## config.mk

```make
export PLATFORM = sky130hd
export DESIGN_NAME = imm_decode_stage
export DESIGN_NICKNAME = d
export VERILOG_FILES = /design/src/rtl/imm_pkg.sv /design/src/rtl/imm_pipe_slot.sv /design/src/rtl/imm_decode_stage.sv
export SDC_FILE = /design/constraint.sdc
export NUM_CORES = 1
export LEC_CHECK = 0
export CAP_MARGIN = 15
export CORE_MARGIN = 2
export CORE_UTILIZATION = 35
export DETAILED_ROUTE_END_ITERATION = 16
export PLACE_DENSITY = 0.69
export SYNTH_ARGS = -nofsm -noshare
export SYNTH_HDL_FRONTEND = slang
export SYNTH_SLANG_ARGS = --single-unit
```

## constraint.sdc

```tcl
create_clock -name clk_i -period 1.7 [get_ports clk_i]
set_input_delay 0.17 -clock clk_i [delete_from_list [all_inputs] [get_ports clk_i]]
set_output_delay 0.17 -clock clk_i [all_outputs]
set_load 0.005 [all_outputs]
```

## src/rtl/imm_pkg.sv

```systemverilog
// Shared immediate-format definitions and the immediate extender used by
// the decode stage and the compressed-instruction expander.
package imm_pkg;

   localparam int unsigned IMM_SRC_W = 3;
   localparam int unsigned IMM_MAX_W = 64;

   typedef enum logic [IMM_SRC_W-1:0] {
      IMM_I = 3'b000,
      IMM_S = 3'b001,
      IMM_B = 3'b010,
      IMM_U = 3'b011,
      IMM_J = 3'b100,
      IMM_Z = 3'b101
   } imm_src_e;

   // Full-width result; callers keep the low XLEN bits.
   function automatic logic [IMM_MAX_W-1:0] imm_extend(input logic [31:0]          instr,
                                                        input logic [IMM_SRC_W-1:0] src);
      logic [IMM_MAX_W-1:0] imm;
      imm = '0;
      case (src)
         IMM_I:   imm = {{52{instr[31]}}, instr[31:20]};
         IMM_S:   imm = {{52{instr[31]}}, instr[31:25], instr[11:7]};
         IMM_B:   imm = {{52{instr[31]}}, instr[7], instr[30:25], instr[11:8], 1'b0};
         IMM_U:   imm = {{32{instr[31]}}, instr[31:12], 12'b0};
         IMM_J:   imm = {{44{instr[31]}}, instr[19:12], instr[20], instr[30:21], 1'b0};
         IMM_Z:   imm = {59'b0, instr[19:15]};
         default: imm = '0;
      endcase
      return imm;
   endfunction

   function automatic logic imm_src_illegal(input logic [IMM_SRC_W-1:0] src);
      return src[2] & src[1];
   endfunction

endpackage

```

## src/rtl/imm_pipe_slot.sv

```systemverilog
// One elastic register slot: holds a single payload, loads when empty or
// when its current contents leave in the same cycle.
module imm_pipe_slot #(
   parameter int unsigned Width = 1
) (
   input  logic             clk_i,
   input  logic             rst_ni,
   input  logic             flush_i,
   input  logic             in_valid_i,
   output logic             in_ready_o,
   input  logic [Width-1:0] in_data_i,
   output logic             out_valid_o,
   input  logic             out_ready_i,
   output logic [Width-1:0] out_data_o
);

   logic             valid_d, valid_q;
   logic [Width-1:0] data_d, data_q;
   logic             can_load;

   always_comb begin
      can_load = !valid_q || out_ready_i;
      valid_d  = valid_q;
      data_d   = data_q;
      if (can_load) begin
         valid_d = in_valid_i;
         if (in_valid_i) begin
            data_d = in_data_i;
         end
      end
      if (flush_i) begin
         valid_d = 1'b0;
      end
   end

   always_ff @(posedge clk_i or negedge rst_ni) begin
      if (!rst_ni) begin
         valid_q <= 1'b0;
         data_q  <= '0;
      end else begin
         valid_q <= valid_d;
         data_q  <= data_d;
      end
   end

   assign in_ready_o  = can_load;
   assign out_valid_o = valid_q;
   assign out_data_o  = data_q;

endmodule

```

## src/rtl/imm_decode_stage.sv

```systemverilog
// Decodes the immediate at the input and carries it, with its tag, through
// a chain of STAGES elastic slots toward the execute-operand mux.
module imm_decode_stage
   import imm_pkg::*;
#(
   parameter int unsigned XLEN   = 32,
   parameter int unsigned STAGES = 1,
   parameter int unsigned TAG_W  = 32
) (
   input  logic                 clk_i,
   input  logic                 rst_ni,
   input  logic                 flush_i,
   input  logic                 valid_i,
   output logic                 ready_o,
   input  logic [31:0]          Instr_i,
   input  logic [IMM_SRC_W-1:0] ImmSrc_i,
   input  logic [TAG_W-1:0]     Tag_i,
   output logic                 valid_o,
   input  logic                 ready_i,
   output logic [XLEN-1:0]      ImmExt_o,
   output logic [TAG_W-1:0]     Tag_o,
   output logic                 Illegal_o
);

   localparam int unsigned PayW = XLEN + TAG_W + 1;

   logic [IMM_MAX_W-1:0] imm_full;
   logic [XLEN-1:0]      imm_d;
   logic                 illegal_d;

   assign imm_full  = imm_extend(Instr_i, ImmSrc_i);
   assign illegal_d = imm_src_illegal(ImmSrc_i);

   if (XLEN < IMM_MAX_W) begin : g_trunc
      logic unused_imm_hi;
      assign unused_imm_hi = ^imm_full[IMM_MAX_W-1:XLEN];
      assign imm_d         = imm_full[XLEN-1:0];
   end else begin : g_full
      assign imm_d = imm_full;
   end

   // Index g is the link feeding slot g; index STAGES is the block output.
   logic [STAGES:0] vld;
   logic [STAGES:0] rdy;
   logic [PayW-1:0] pay [0:STAGES];

   assign vld[0]      = valid_i && !flush_i;
   assign pay[0]      = {illegal_d, Tag_i, imm_d};
   assign rdy[STAGES] = ready_i;

   for (genvar g = 0; g < STAGES; g++) begin : g_slot
      imm_pipe_slot #(
         .Width (PayW)
      ) u_slot (
         .clk_i       (clk_i),
         .rst_ni      (rst_ni),
         .flush_i     (flush_i),
         .in_valid_i  (vld[g]),
         .in_ready_o  (rdy[g]),
         .in_data_i   (pay[g]),
         .out_valid_o (vld[g+1]),
         .out_ready_i (rdy[g+1]),
         .out_data_o  (pay[g+1])
      );
   end

   assign ready_o                         = rdy[0] && !flush_i;
   assign valid_o                         = vld[STAGES];
   assign {Illegal_o, Tag_o, ImmExt_o}    = pay[STAGES];

endmodule
```

Yosys cells after proc, flatten, opt, wreduce, memory -nomap -nowiden --
Index checks and enable logic that the tools add are counted.
Cells by class: add/subtract/negate cells 0, multiply operators 0, div/mod/pow operators 0, magnitude comparators 0, equal/unequal tests 5, shifts and indexed selects 0, multiplexer cells 3, bitwise operators 1, reductions and logical operators 8
Operator list (count):
- $pmux 32 s6 | 1
- $eq 3x2->1 const B | 2
- $eq 3x3->1 const B | 2
- $eq 3x1->1 const B | 1
- $logic_not 3->1 | 1
- $logic_and 1x1->1 | 2
- $logic_not 1->1 | 2
- $mux 1 | 2
- $reduce_and 2->1 | 1
- $reduce_bool 2->1 | 1
- $and 1x1->1 | 1
- $logic_or 1x1->1 | 1
Word-level totals: flip-flop bits (word level) 66, latch bits 0, bits in writable memories 0, bits in read-only memories 0, bits of input ports 72, output and inout bits 67, memories kept 0

Depth between registers and ports, before layout --
word-level depth 4, depth in mapped cells 6, mapped depth without buffers 3

By module --
Synthesis repeated with hierarchy kept, for this count alone.
Unflattened totals: cells, all modules 242, area total of the unflattened synthesis 3494.6 µm²
Modules (own cells, without submodules):
- imm_pipe_slot | instances 1, cells an instance 142, area each 2730.1 µm²
- imm_decode_stage | instances 1, cells an instance 100, area each 764.5 µm²

Least setup slack after synthesis --
Ideal clock, no wire load.
path kind flip-flop to flip-flop, start point register g_slot[0].u_slot.valid_q, end point register g_slot[0].u_slot.data_q[32], setup time 0.125 ns, arrival time 1.204 ns, path slack 0.371 ns, stages on the path, launching flop included 5, path buffers 1, period minus slack after synthesis 1.329 ns, cells stage by stage dfrtp_1 and2b_4 nor2_8 buf_6 mux2_4
Between the ends: cells in the longest elaborated chain, start to end 3
RTL lines:
- start: declaration | line imm_pipe_slot.sv:17 | logic valid_d, valid_q;
- start signal: assignment | line imm_pipe_slot.sv:41 | valid_q <= valid_d;
- $logic_not 1->1 | line imm_pipe_slot.sv:22 | can_load = !valid_q || out_ready_i;
- $logic_or 1x1->1 | line imm_pipe_slot.sv:22
- $reduce_and 2->1 (no line)
- end signal: assignment | line imm_pipe_slot.sv:42 | data_q <= data_d;
- end: declaration | line imm_pipe_slot.sv:18 | logic [Width-1:0] data_d, data_q;
Every way passes these cells. A chain may end at the register's enable or synchronous reset.

Final worst setup path --
start point input ImmSrc_i[2], end point register g_slot[0].u_slot.data_q[12]
Between the ends: cells in the longest elaborated chain, start to end 2, elaborated cells between the ends (all ways) 7
RTL lines:
- start: declaration | line imm_decode_stage.sv:16 | input logic [IMM_SRC_W-1:0] ImmSrc_i,
- $eq 3x3->1 (tied with other cells) | line imm_pkg.sv:22 | case (src)
- $pmux 32 s6 * | line imm_pkg.sv:22
Mark *: on every way between the ends. The rest lies on a longest branch, timed or not.

==> out/metrics.cfg <==
[outcome]
status=complete, no violations

[routing]
top_layer=met4
met2_length_um=3670
drt_iter0_drc=112
wl_per_cell_um=16.2
num_vias=2364
route.detailed.drc=0
wl_um=7690
detail-route-antenna-nets=0
wl_met1_um=3420
wl_met3_um=552
viasPerCell=4.97
first_pass_iters=4

[placed_design]
gp_congestion=0.778
hpwlAfterDp_um=5590
port_buffers=131
place_ws_ns=-0.154

[critical_path]
ff2ff_path_depth=4
r2r_start=g_slot[0].u_slot.out_valid_o
worst_setup_path_end_kind=register
path_max_fanout=19
crit_type=in -> reg
arrival_ns=1.76
required_ns=1.95
reg2reg_setup_slack_ns=0.32
reg2reg_to=g_slot[0].u_slot.out_data_o[51]
cp-start-kind=primary input

[sta]
fin_worst_skew_ns=0.00754
worst_hold_slack_ns=0.378
hold_viol=0
period_minus_slack_ns=1.50
worst_pin_slew_ns=0.639
setup_violations=0
fmax_mhz=665
max_slew_margin_pct=57.4
period_share_pct=88.4
setup_slack_ns=0.197
rsz0062_at_grt=no
slew_violations=0

[die]
core.rowCount=34
die-area_sq_mm=0.00956
core_sq_mm=0.00864
dieWidth_um=97.8
start_util_pct=35.6
io-pin-count=139
fp.dieH_um=97.8

[clock_tree]
cts_tree=done
clockRootBuffer=clkbuf_8
clock_path_buffers=2
cts.sinks=66
cts_setup_buffers=0
numCtsBuffers=9
clk_pin_slew_ns=0.08
insertion_delay_ns=0.33
cts_max_level=3

[power_and_ir_drop]
power.net_switching_mw=1.15
leakagePower_nw=2.03
p_sw_share_pct=23.1
total_power_mw=4.96
ir_worst_vdd_mv=0.526
p_clk_share_pct=35.1
p_per_area_mw_per_mm2=1020
p_comb_share_pct=25.3
p_int_mw=3.81
p_seq_share_pct=39.6

[synth]
netlist_instances=217
synth_seq_cells=66
avgSynthCellArea_sq_um=14.2
synth_ff_type=dfrtp_1
ys_warn_count=0
synth_edf_count=0
synth_area_leaders=dfrtp_1 (54%), mux2_4 (15%), o2bb2ai_1 (6.0%)
syn-cell-area_sq_mm=0.00308
yosysTopAreaCell=dfrtp_1
synth_async_sr_flop_share_pct=100
syn_nets=289
synth.distinct_cells=38
synth_top_cell_area_share_pct=53.7
synth-seq-area-share_pct=53.7

[worst_hold_path]
min_path_type=in -> async

[grt]
antenna_found_initial=0
overflow=0
grt_max_degree=67
grt_pass1_vias=2528
grt_use_total_pct=16.5
grt_pass1_wl_um=12700

[run]
drv_cap=0

[cells_and_area]
final_common_cell=clkdlybuf4s50_1
drive_above_1_share_pct=23.6
final_nets=435
syn2layout_area_growth_pct=57.7
layout_common_cells=clkdlybuf4s50_1 (129), dfrtp_1 (66), mux2_4 (31)
antenna_cells=0

-- synth_stat cells, drive strengths merged, types with 2 or more instances --
| library cell | count |
|---|---|
| nand2b | 3 |
| o2bb2ai | 21 |
| dfrtp | 66 |
| nor2 | 6 |
| nand3b | 2 |
| and4bb | 4 |
| a2bb2oi | 8 |
| buf | 15 |
| o21ai | 13 |
| nand3 | 7 |
| clkbuf | 2 |
| mux2 | 37 |
| a221oi | 4 |
| and2b | 3 |
| nand2 | 5 |
| a22oi | 12 |
-- metal layers --
metal / up-vias / GRT usage [%]
li1: 1114 / -
met1: 1146 / 22.3
met2: 99 / 25.4
met3: 5 / 5.08
met4: 0 / 5.45
met5: - / 0
-- final cells by class --
class	instances	area, sq um
clock inverter	7	141
timing repair buffer	152	1520
tap	108	135
fill	731	3780
multi-input combinational	134	1290
sequential	66	1650
clock buffer	9	124
-- power by group through the flow --
| stage | Clock [mW] | Sequential (mW) | Combinational [mW] |
|---|---|---|---|
| after floorplan | 0 | 1.99 | 0.458 |
| after detailed placement | 0 | 1.98 | 1.27 |
| after global routing | 1.85 | 2.00 | 1.34 |
| after global placement | 0 | 1.98 | 1.25 |
| after CTS | 1.79 | 1.97 | 1.27 |
| final | 1.74 | 1.96 | 1.25 |
-- per-stage QoR --
stage	std cells	setup TNS, ns	cell area (sq um)	util, %
global route	476	0	4850	56.2
detailed placement	459	-1.90	4580	53.0
CTS	476	0	4850	56.2
finish	476	0	4850	56.2
floorplan	217	0	3080	-
global placement	459	-0.809	4580	53.0
-- worst max-delay path, stage by stage --
cell and delay [ns]:
clkdlybuf4s50_1 0.41, buf_4 0.18, and3b_1 0.63, o21ai_0 0.20
a2bb2oi_1 0.17
-- timing repair --
item | CTS | global route
setup endpoints to repair | 1 | 0
hold buffers | 1 | 0
hold endpoints to repair | 66 | 0
resized for setup | 1 | 0
-- logic make-up after synthesis --
| group | count (synthesis) | share of synthesized area, % |
|---|---|---|
| DFF | 66 | 53.7 |
| AOI/OAI and AO/OA | 64 | 16.1 |
| muxes | 37 | 17.3 |
| and+or+nand+nor | 33 | 8.37 |
| buffers and inverters | 17 | 4.51 |
-- how the worst max path moves through the flow --
stage / from / end / slack, ns
6_report: ImmSrc_i[2] / g_slot[0].u_slot.out_data_o[12] / 0.20
5_1_grt: ImmSrc_i[2] / g_slot[0].u_slot.out_data_o[16] / 0.09
4_1_cts: g_slot[0].u_slot.out_valid_o / ready_o / 0.19
3_5_place_dp: ImmSrc_i[2] / g_slot[0].u_slot.out_data_o[19] / -0.15
3_3_place_gp: ImmSrc_i[2] / g_slot[0].u_slot.out_data_o[12] / -0.08
2_1_floorplan: g_slot[0].u_slot.out_valid_o / g_slot[0].u_slot.out_data_o[32] / 0.37
-- registers in the layout, indices dropped and copies added (netlist names) --
signal	flops
g_slot.u_slot.out_data_o	65
g_slot.u_slot.out_valid_o	1
(Power assumes the default switching activity.)
